$ cat src/rtl/rtc_pkg.sv
// Shared types and constants for the DS1307-class RTC time keeper.
package rtc_pkg;

  typedef enum logic [2:0] {
    ST_IDLE,
    ST_ISSUE,
    ST_WAIT_BUSY,
    ST_WAIT_DONE,
    ST_DECODE,
    ST_DONE
  } state_t;

  localparam logic [7:0]  RegSeconds   = 8'h00;
  localparam int unsigned ClockHaltBit = 7;
  localparam int unsigned Mode12hBit   = 6;

  localparam logic [7:0] MaxSeconds = 8'd59;
  localparam logic [7:0] MaxMinutes = 8'd59;
  localparam logic [7:0] MaxHours   = 8'd23;

  function automatic logic [7:0] clamp(input logic [7:0] v, input logic [7:0] lim);
    return (v > lim) ? lim : v;
  endfunction

endpackage

$ cat src/rtl/rtc_bcd_codec.sv
// Combinational 8-bit binary<->BCD conversion with a nibble range flag.
module rtc_bcd_codec (
  input  logic [7:0] i_bin,
  output logic [7:0] o_bcd,
  input  logic [7:0] i_bcd,
  output logic [7:0] o_bin,
  output logic       o_nibbles_ok
);

  always_comb begin
    o_bcd        = {4'(i_bin / 8'd10), 4'(i_bin % 8'd10)};
    o_bin        = ({4'b0, i_bcd[7:4]} * 8'd10) + {4'b0, i_bcd[3:0]};
    o_nibbles_ok = (i_bcd[7:4] <= 4'd9) && (i_bcd[3:0] <= 4'd9);
  end

endmodule

$ cat src/rtl/rtc_time_keeper.sv
// Polls a DS1307-class RTC through the I2C master handshake, decodes the BCD
// time, and writes a new time on request.
module rtc_time_keeper
  import rtc_pkg::*;
#(
  parameter int unsigned ClockFrequency = 1000000,
  parameter int unsigned PollPeriodMs   = 1000,
  parameter logic [6:0]  RtcAddress     = 7'h68,
  parameter int unsigned MaxRetries     = 3,
  parameter int unsigned BusyTimeoutMs  = 5,
  parameter int unsigned MaxBytesToSend = 16,
  parameter int unsigned MaxBytesToRead = 16
) (
  input  logic                                reset,
  input  logic                                clock,
  input  logic                                setRequest,
  input  logic [4:0]                          setHours,
  input  logic [5:0]                          setMinutes,
  input  logic [5:0]                          setSeconds,
  output logic                                i2cStart,
  output logic [6:0]                          i2cAddress,
  output logic [$clog2(MaxBytesToSend):0]     i2cNrOfBytesToSend,
  output logic [MaxBytesToSend-1:0][7:0]      i2cBytesToSend,
  output logic [$clog2(MaxBytesToRead):0]     i2cNrOfBytesToRead,
  input  logic [MaxBytesToRead-1:0][7:0]      i2cBytesRead,
  input  logic                                i2cReady,
  input  logic                                i2cClockStretchTimeoutReached,
  input  logic                                i2cNoAcknowledge,
  output logic [4:0]                          hours,
  output logic [5:0]                          minutes,
  output logic [5:0]                          seconds,
  output logic                                timeValid,
  output logic                                error,
  output logic                                busy,
  output logic                                setDone
);

  localparam int unsigned CyclesPerMs = ClockFrequency / 1000;
  localparam int unsigned PollCycles  = CyclesPerMs * PollPeriodMs;
  localparam int unsigned BusyCycles  = CyclesPerMs * BusyTimeoutMs;
  localparam int unsigned PollW       = $clog2(PollCycles + 1);
  localparam int unsigned BusyW       = $clog2(BusyCycles + 1);
  localparam int unsigned RetryW      = $clog2(MaxRetries + 2);
  localparam int unsigned SendW       = $clog2(MaxBytesToSend) + 1;
  localparam int unsigned ReadW       = $clog2(MaxBytesToRead) + 1;

  state_t            r_state;
  logic [PollW-1:0]  r_poll_cnt;
  logic              r_poll_due;
  logic              r_set_pending;
  logic [7:0]        r_set_h;
  logic [7:0]        r_set_m;
  logic [7:0]        r_set_s;
  logic              r_is_write;
  logic [RetryW-1:0] r_retry;
  logic [BusyW-1:0]  r_busy_cnt;

  logic [7:0] w_set_s_bcd, w_set_m_bcd, w_set_h_bcd;
  logic [7:0] w_rd_s_bin, w_rd_m_bin, w_rd_h_bin;
  logic       w_rd_s_ok, w_rd_m_ok, w_rd_h_ok;
  logic       w_decode_ok;
  logic       w_fail;
  logic       w_drop;
  logic       w_clear_txn;
  logic       w_unused;

  rtc_bcd_codec u_sec (
    .i_bin        (r_set_s),
    .o_bcd        (w_set_s_bcd),
    .i_bcd        ({1'b0, i2cBytesRead[2][6:0]}),
    .o_bin        (w_rd_s_bin),
    .o_nibbles_ok (w_rd_s_ok)
  );

  rtc_bcd_codec u_min (
    .i_bin        (r_set_m),
    .o_bcd        (w_set_m_bcd),
    .i_bcd        (i2cBytesRead[1]),
    .o_bin        (w_rd_m_bin),
    .o_nibbles_ok (w_rd_m_ok)
  );

  rtc_bcd_codec u_hr (
    .i_bin        (r_set_h),
    .o_bcd        (w_set_h_bcd),
    .i_bcd        ({2'b00, i2cBytesRead[0][5:0]}),
    .o_bin        (w_rd_h_bin),
    .o_nibbles_ok (w_rd_h_ok)
  );

  assign i2cAddress = RtcAddress;

  assign w_decode_ok = w_rd_s_ok && w_rd_m_ok && w_rd_h_ok
                    && !i2cBytesRead[0][Mode12hBit]
                    && (w_rd_s_bin <= MaxSeconds)
                    && (w_rd_m_bin <= MaxMinutes)
                    && (w_rd_h_bin <= MaxHours);

  // All failure sources funnel through one signal so retry/drop is handled once.
  assign w_fail = ((r_state == ST_WAIT_BUSY) && i2cReady && (r_busy_cnt == BusyW'(BusyCycles - 1)))
               || ((r_state == ST_WAIT_DONE) && i2cReady
                   && (i2cNoAcknowledge || i2cClockStretchTimeoutReached))
               || ((r_state == ST_DECODE) && !w_decode_ok);
  assign w_drop      = w_fail && (r_retry >= RetryW'(MaxRetries));
  assign w_clear_txn = (r_state == ST_DONE) || w_drop;

  assign w_unused = ^{i2cBytesRead[MaxBytesToRead-1:3], i2cBytesRead[0][7:6], i2cBytesRead[2][7],
                      w_set_s_bcd[7], w_set_h_bcd[7:6]};

  always_ff @(posedge clock or posedge reset) begin
    if (reset) begin
      r_state            <= ST_IDLE;
      r_poll_cnt         <= '0;
      r_poll_due         <= 1'b0;
      r_set_pending      <= 1'b0;
      r_set_h            <= '0;
      r_set_m            <= '0;
      r_set_s            <= '0;
      r_is_write         <= 1'b0;
      r_retry            <= '0;
      r_busy_cnt         <= '0;
      i2cStart           <= 1'b0;
      i2cNrOfBytesToSend <= '0;
      i2cBytesToSend     <= '0;
      i2cNrOfBytesToRead <= '0;
      hours              <= '0;
      minutes            <= '0;
      seconds            <= '0;
      timeValid          <= 1'b0;
      error              <= 1'b0;
      busy               <= 1'b0;
      setDone            <= 1'b0;
    end else begin
      i2cStart <= 1'b0;
      setDone  <= 1'b0;

      // A fresh expiry wins over a same-cycle clear so no poll is lost.
      if (r_poll_cnt == '0) begin
        r_poll_cnt <= PollW'(PollCycles - 1);
        r_poll_due <= 1'b1;
      end else begin
        r_poll_cnt <= r_poll_cnt - PollW'(1);
        if (w_clear_txn && !r_is_write) r_poll_due <= 1'b0;
      end

      if (setRequest) begin
        r_set_pending <= 1'b1;
        r_set_h       <= clamp({3'b0, setHours}, MaxHours);
        r_set_m       <= clamp({2'b0, setMinutes}, MaxMinutes);
        r_set_s       <= clamp({2'b0, setSeconds}, MaxSeconds);
      end else if (w_clear_txn && r_is_write) begin
        r_set_pending <= 1'b0;
      end

      case (r_state)
        ST_IDLE: begin
          if (r_set_pending) begin
            r_is_write <= 1'b1;
            busy       <= 1'b1;
            r_state    <= ST_ISSUE;
          end else if (r_poll_due) begin
            r_is_write <= 1'b0;
            busy       <= 1'b1;
            r_state    <= ST_ISSUE;
          end
        end
        ST_ISSUE: begin
          i2cBytesToSend <= '0;
          if (r_is_write) begin
            i2cNrOfBytesToSend <= SendW'(4);
            i2cNrOfBytesToRead <= '0;
            i2cBytesToSend[3]  <= RegSeconds;
            i2cBytesToSend[2]  <= {1'b0, w_set_s_bcd[6:0]};
            i2cBytesToSend[1]  <= w_set_m_bcd;
            i2cBytesToSend[0]  <= {2'b00, w_set_h_bcd[5:0]};
          end else begin
            i2cNrOfBytesToSend <= SendW'(1);
            i2cNrOfBytesToRead <= ReadW'(3);
            i2cBytesToSend[0]  <= RegSeconds;
          end
          i2cStart   <= 1'b1;
          r_busy_cnt <= '0;
          r_state    <= ST_WAIT_BUSY;
        end
        ST_WAIT_BUSY: begin
          if (!i2cReady) r_state    <= ST_WAIT_DONE;
          else           r_busy_cnt <= r_busy_cnt + BusyW'(1);
        end
        ST_WAIT_DONE: begin
          if (i2cReady && !i2cNoAcknowledge && !i2cClockStretchTimeoutReached)
            r_state <= r_is_write ? ST_DONE : ST_DECODE;
        end
        ST_DECODE: begin
          if (w_decode_ok) begin
            seconds   <= w_rd_s_bin[5:0];
            minutes   <= w_rd_m_bin[5:0];
            hours     <= w_rd_h_bin[4:0];
            timeValid <= 1'b1;
            error     <= 1'b0;
            r_state   <= ST_DONE;
          end
        end
        ST_DONE: begin
          r_retry <= '0;
          busy    <= 1'b0;
          setDone <= r_is_write;
          r_state <= ST_IDLE;
        end
        default: r_state <= ST_IDLE;
      endcase

      if (w_fail) begin
        if (w_drop) begin
          error   <= 1'b1;
          r_retry <= '0;
          busy    <= 1'b0;
          r_state <= ST_IDLE;
        end else begin
          r_retry <= r_retry + RetryW'(1);
          r_state <= ST_ISSUE;
        end
      end
    end
  end

endmodule

$ cat config.mk
export PLATFORM = sky130hd
export DESIGN_NAME = rtc_time_keeper
export DESIGN_NICKNAME = d
export VERILOG_FILES = /design/src/rtl/rtc_pkg.sv /design/src/rtl/rtc_bcd_codec.sv /design/src/rtl/rtc_time_keeper.sv
export SDC_FILE = /design/constraint.sdc
export NUM_CORES = 1
export LEC_CHECK = 0
export CORE_ASPECT_RATIO = 0.8
export CORE_MARGIN = 2
export CORE_UTILIZATION = 45
export CTS_CLUSTER_SIZE = 14
export DETAILED_ROUTE_END_ITERATION = 8
export PLACE_DENSITY = 0.95
export SLEW_MARGIN = 40
export SYNTH_ARGS = -nofsm -noshare
export SYNTH_HDL_FRONTEND = slang
export SYNTH_SLANG_ARGS = --single-unit
$ cat constraint.sdc
create_clock -name clock -period 8.27 [get_ports clock]
set_input_delay 2.0675 -clock clock [delete_from_list [all_inputs] [get_ports clock]]
set_output_delay 2.0675 -clock clock [all_outputs]
set_load 0.02 [all_outputs]
==> impl_metrics.tcl, run 1 <==
set metrics [dict create \
    min_period_ns 5.36 \
    drt-pass1-iter-count 5 \
    cts_tree "done" \
    final_area_um2 7450 \
    synth_async_sr_flop_share 1.00 \
    grt_pass1_wl_um 22000 \
    netlist.area_leader.share 0.392 \
    ys_types 68 \
    grt_start_max_net_pins 67 \
    crit_path_end_kind "flip-flop" \
    die_h_um 112 \
    boundaryPins 318 \
    finalWirelength_um 13600 \
    gp_congestion 0.877 \
    cts_buffer_depth 2 \
    drv_cap 0 \
    worstSkewPairLatency_ns 0.35 \
    cts.htree.levels 3 \
    slew_violations 0 \
    ant_nets 0 \
    path_cells "clkdlybuf4s50_1, ha_1, ha_1, fa_1, nand4b_1, xor2_1, a32o_1, nor3b_4, nand2_2, mux2_4" \
    pwr-share-seq 0.401 \
    die_w_um 139 \
    worstPathArrival_ns 5.59 \
    num_rows 39 \
    synth_edf_count 0 \
    final_hold_viol_count 0 \
    setup_viol 0 \
    dp_cells 942 \
    overflow 0 \
    synth-seq-cells 103 \
    synth_top_area_cell "dfrtp_1" \
    clock_skew_ns 0.00734 \
    root_buffer "clkbuf_16" \
    core_um2 14300 \
    cp.required_ns 8.50 \
    crit_buf_inv 1 \
    critPathSlowestCell "fa_1" \
    stdcell_count 958 \
    pwr_density_cell_nw_per_um2 222 \
    tns_ns 0 \
    max_freq_ghz 0.186 \
    synthFlopType "dfrtp_1" \
    wire_per_inst_um 14.2 \
    antenna_cells 0 \
    io_buffers 90 \
    hold_class "flip-flop to flip-flop" \
    max_slew_margin 0.514 \
    syn_inst 688 \
    slowest_delay_ns 0.62 \
    ys_top_cells_by_area "dfrtp_1 (39%), buf_4 (14%), ha_1 (5.1%), nand2_1 (3.6%), xnor2_1 (3.5%)" \
    cts_setup_buffers 0 \
    drtIter0Drc 487 \
    hpwl_um 9930 \
    power.share.clock 0.245 \
    power.share.combinational 0.354 \
    ys_top_cells_by_count "buf_4 (123), dfrtp_1 (103), nand2_1 (63)" \
    grt.total_usage 0.171 \
    cp_top_family "adder cells" \
    irDropWorstVdd_mv 0.163 \
    status "finished, final reports clean" \
    routed_via_density 5.08 \
    power_switching_uw 613 \
    post-route-drc-count 0 \
    drive_gt1_frac 0.0633 \
    numCtsBuffers 9 \
    critPathKind "input pin to flip-flop" \
    fillers 1269 \
    dr_total_vias 4871 \
    syn_avg_cell_area_um2 9.56 \
    syn_area_um2 6580 \
    crit_top_cell "ha_1" \
    swShare 0.370 \
    synth_most_common_cell "buf_4" \
    start_util 0.460 \
    worstPathMaxFanout 20 \
    cts_resized 0 \
    placed_area_um2 7170 \
    postCtsHoldBufs 0 \
    antenna_found_initial 0 \
    dieArea_um2 15600 \
    clkSinkCount 103 \
    nNetsFinal 951 \
    yosysSeqAreaShare 0.392 \
    power_leakage_uw 0.00351 \
    grt_pass1_vias 4572 \
    yosys_warnings 0 \
    tightest_slew_ns 0.724 \
    start_kind "input pin" \
    rsz0062_at_grt "false" \
    internal-power_uw 1040 \
    post-route-period-util 0.648 \
    clkTransAtPathRegs_ns 0.06 \
    area_growth_syn_to_layout_pct 13.3 \
]
[cells by family (layout without fill, tap and decap cells)]
family / count (synthesis) / after routing / share of synthesized area
AOI/OAI and AO/OA: 119 / 119 / 0.121
xor gates and xnor gates: 42 / 42 / 0.0559
adders and majority gates: 31 / 31 / 0.0635
buffers and inverters: 173 / 140 / 0.171
DFF: 103 / 103 / 0.392
muxes: 25 / 25 / 0.0502
other: 2 / 121 / 0.00114
and+or+nand+nor: 193 / 193 / 0.145
[path summary, 6_finish.rpt]
check                                        from                            end  slack, ns  cells past startpoint
max                              i2cBytesRead[15]         seconds[1]$_DFFE_PP0P_       2.91                     10
min                         timeValid$_DFFE_PP0P_          timeValid$_DFFE_PP0P_       0.48                      1
max reg2reg                r_set_h[3]$_DFFE_PP0P_  i2cBytesToSend[2]$_DFFE_PP0P_       5.91                      9
min reg2reg                 timeValid$_DFFE_PP0P_          timeValid$_DFFE_PP0P_       0.48                      1
max in group asynchronous                   reset         r_state[2]$_DFFE_PP0P_       5.21                      3
min in group asynchronous                   reset             i2cStart$_DFF_PP0_       2.09                      2
[state kept, by name, indices dropped and copies added, names as in the netlist, 5 cells and up]
register,cells
r_busy_cnt,13
r_poll_cnt,20
hours,5
r_set_s,6
minutes,6
r_set_m,6
r_set_h,5
i2cBytesToSend,20
seconds,6
[metal layers]
metal  GRT usage  vias to the layer above  part of all wire
met5           0                        -                 0
li1            -                     2291                 -
met4      0.0444                        0             0.013
met3      0.0533                       15             0.081
met2       0.274                      185              0.47
met1       0.228                     2380              0.43
[cell usage in the layout, fill, tap and decap left out, drive strengths merged, types with 3 or more instances in the layout]
master         instances
nor3                  15
and3                   4
nand2                 64
fa                     4
inv                   30
clkbuf                12
a22o                   8
nand4                  8
nor4                   8
nor3b                  3
ha                    27
or4                    3
clkdlybuf4s50         90
o31ai                  4
mux2i                  6
a211oi                 5
mux2                  19
and2                   4
xor2                  16
nand2b                 4
nand3                 17
xnor2                 26
buf                    3
nor2                  44
a21oi                 28
nor4b                  3
o22a                   4
clkinv                 5
o22ai                  6
a21o                   3
dfrtp                103
o21a                   4
or3                    6
conb                 121
o21ai                 32
[layout make-up]
type | instances | area, µm² | area share
clock buffer | 12 | 246 | 0.0331
clock inverter | 4 | 31.3 | 0.00420
inverter | 31 | 119 | 0.0160
multi-input combinational | 531 | 3320 | 0.446
sequential | 103 | 2580 | 0.346
tap | 184 | 230 | 0.0309
timing repair buffer | 93 | 927 | 0.124
[power groups by stage]
stage	Combinational [µW]	Clock, µW	Sequential [µW]
floorplan	397	0	694
global placement	567	0	667
detailed placement	586	0	672
CTS	588	416	662
global route	642	436	678
finish	587	405	664
[stage by stage]
step            util  hold slack [ns]  worst slack (ns)  power [µW]
2_1_floorplan      -            0.443              3.50        1090
3_3_place_gp   0.501            0.454              2.62        1230
3_5_place_dp   0.501            0.464              2.57        1260
4_1_cts        0.521            0.485              2.93        1670
5_1_grt        0.521            0.509              2.73        1760
6_report       0.521            0.481              2.91        1660
Power figures use the tool's default switching activity.
==> inputs of run 2 (changes only) <==
--- a/config.mk
+++ b/config.mk
@@ -7,10 +7,10 @@
 export LEC_CHECK = 0
 export CORE_ASPECT_RATIO = 0.8
 export CORE_MARGIN = 2
-export CORE_UTILIZATION = 45
+export CORE_UTILIZATION = 42
 export CTS_CLUSTER_SIZE = 14
 export DETAILED_ROUTE_END_ITERATION = 8
-export PLACE_DENSITY = 0.95
+export PLACE_DENSITY = 0.93
 export SLEW_MARGIN = 40
 export SYNTH_ARGS = -nofsm -noshare
 export SYNTH_HDL_FRONTEND = slang
==> constraint.sdc (replaced) <==
create_clock -name clock -period 5.4 [get_ports clock]
set_input_delay 1.35 -clock clock [delete_from_list [all_inputs] [get_ports clock]]
set_output_delay 1.35 -clock clock [all_outputs]
set_load 0.02 [all_outputs]
==> run 2 against run 1 <==
Compared with the run above: via count down 3.3%; die area up 6.9%; register-to-register slack worse by 2.9 ns; setup slack worse by 1.9 ns; sequential cell count unchanged; non-clock buffer count unchanged; worst hold slack worse by 0.014 ns; critical endpoint is now hours[0]$_DFFE_PP0P_; largest cell class unchanged.
==> impl_metrics.tcl, run 2 (synthesized netlist as in run 1, its figures left out) <==
set metrics [dict create \
    slew_violations 0 \
    area_growth_syn_to_layout_pct 13.9 \
    boundaryPins 318 \
    die_w_um 144 \
    finalWirelength_um 13000 \
    regToRegStartpoint "r_set_h[3]$_DFFE_PP0P_" \
    routed.top_layer "met4" \
    start_util 0.434 \
    antenna_cells 0 \
    cts.htree.levels 3 \
    critPathKind "input pin to flip-flop" \
    clkSinkCount 103 \
    drt-pass1-iter-count 4 \
    cts_setup_buffers 0 \
    tightest_slew_ns 0.762 \
    clock_skew_ns 0.00869 \
    post-route-period-util 0.809 \
    worstPathArrival_ns 4.59 \
    critPathSlowestCell "fa_1" \
    min_period_ns 4.37 \
    nNetsFinal 951 \
    grt_pass1_wl_um 21100 \
    power_leakage_uw 0.00351 \
    slowest_delay_ns 0.63 \
    postCtsHoldBufs 0 \
    setup_viol 0 \
    antenna_found_initial 0 \
    cts_buffer_depth 2 \
    worstRegToRegCells 9 \
    cts_tree "done" \
    max_freq_ghz 0.229 \
    routed_via_density 4.78 \
    core_um2 15200 \
    ant_nets 0 \
    post-route-drc-count 0 \
    final_util 0.494 \
    clkTransAtPathRegs_ns 0.07 \
    tns_ns 0 \
    start_kind "input pin" \
    path_cells "clkdlybuf4s50_1, ha_1, ha_1, fa_1, nand4b_1, xor2_1, a32o_1, nor3b_4, nand2_2, buf_4, mux2_4" \
    met3_length_um 1040 \
    grt.total_usage 0.157 \
    num_rows 40 \
    worstPathMaxFanout 20 \
    cp.required_ns 5.63 \
    drv_cap 0 \
    wl_met1_um 5770 \
    pwr_density_cell_nw_per_um2 339 \
    numCtsBuffers 9 \
    fillers 1371 \
    final_cell_mix "conb_1 (121), dfrtp_1 (103), clkdlybuf4s50_1 (89)" \
    crit_path_end_kind "flip-flop" \
    die_h_um 116 \
    gp_congestion 0.851 \
    wire_per_inst_um 13.2 \
    crit_top_cell "ha_1" \
    irDropWorstVdd_mv 0.158 \
    grt_start_max_net_pins 78 \
    cts_resized 0 \
    dr_wl_met2_um 6050 \
    io_buffers 90 \
    hold_class "flip-flop to flip-flop" \
    max_slew_margin 0.489 \
    root_buffer "clkbuf_16" \
    grt_pass1_vias 4404 \
    drive_gt1_frac 0.0672 \
    dr_total_vias 4708 \
    rsz0062_at_grt "false" \
    status "finished, final reports clean" \
    worstSkewPairLatency_ns 0.34 \
    reg_top3 "i2cBytesToSend: 20 flops, r_poll_cnt: 20 flops, r_busy_cnt: 13 flops" \
    worstHoldStart "i2cBytesToSend[22]$_DFFE_PP0P_" \
    setup_ws_ns 1.03 \
    crit_start "i2cBytesRead[13]" \
    dp_slack_ns 0.638 \
    hold_depth 2 \
    drtIter0Drc 246 \
    final_common_cell "conb_1" \
    overflow 0 \
    dieArea_um2 16700 \
    hpwl_um 9650 \
    final_hold_viol_count 0 \
]
[run 2: critical path, delay by kind of cell]
kind                       cells  cell delay, ns
and+or+nand+nor                3            0.54
muxes                          1            0.33
xor gates and xnor gates       1            0.18
adders and majority gates      3            1.18
buffers and inverters          2            0.76
AOI/OAI and AO/OA              1            0.24
[run 2: metal layers]
metal  GRT usage  vias to the layer above
met1       0.208                     2242
met3      0.0508                       18
li1            -                     2289
met5           0                        -
met2       0.251                      159
met4      0.0425                        0
[run 2: where the power goes]
group	internal (µW)	switching, µW
Clock	332	298
Combinational	378	515
Sequential	891	125
[run 2: cell type report]
type,count,area (µm²),share of cell area
clock buffers,10,239,0.0319
clock inverters,6,52.6,0.00702
inverters,31,121,0.0162
multi-input cells,531,3320,0.443
flip-flops and latches,103,2580,0.344
well taps,210,263,0.0351
repair buffers,93,918,0.123
[run 2: through the flow]
| stage | instance area, µm² | std cells | total power (µW) | hold WS [ns] |
|---|---|---|---|---|
| floorplan | 7020 | 807 | 1670 | 0.443 |
| global placement | 7200 | 968 | 1890 | 0.453 |
| detailed placement | 7200 | 968 | 1920 | 0.456 |
| CTS | 7490 | 984 | 2560 | 0.472 |
| global route | 7490 | 984 | 2700 | 0.485 |
| finish | 7490 | 984 | 2540 | 0.467 |
[run 2: final timing paths]
path / endpoint / slack [ns]
min reg2reg: i2cBytesToSend[22]$_DFFE_PP0P_ / 0.47
min: i2cBytesToSend[22]$_DFFE_PP0P_ / 0.47
min in group asynchronous: hours[2]$_DFFE_PP0P_ / 1.48
max: hours[0]$_DFFE_PP0P_ / 1.03
max in group asynchronous: r_set_s[2]$_DFFE_PP0P_ / 3.07
max reg2reg: i2cBytesToSend[2]$_DFFE_PP0P_ / 3.05
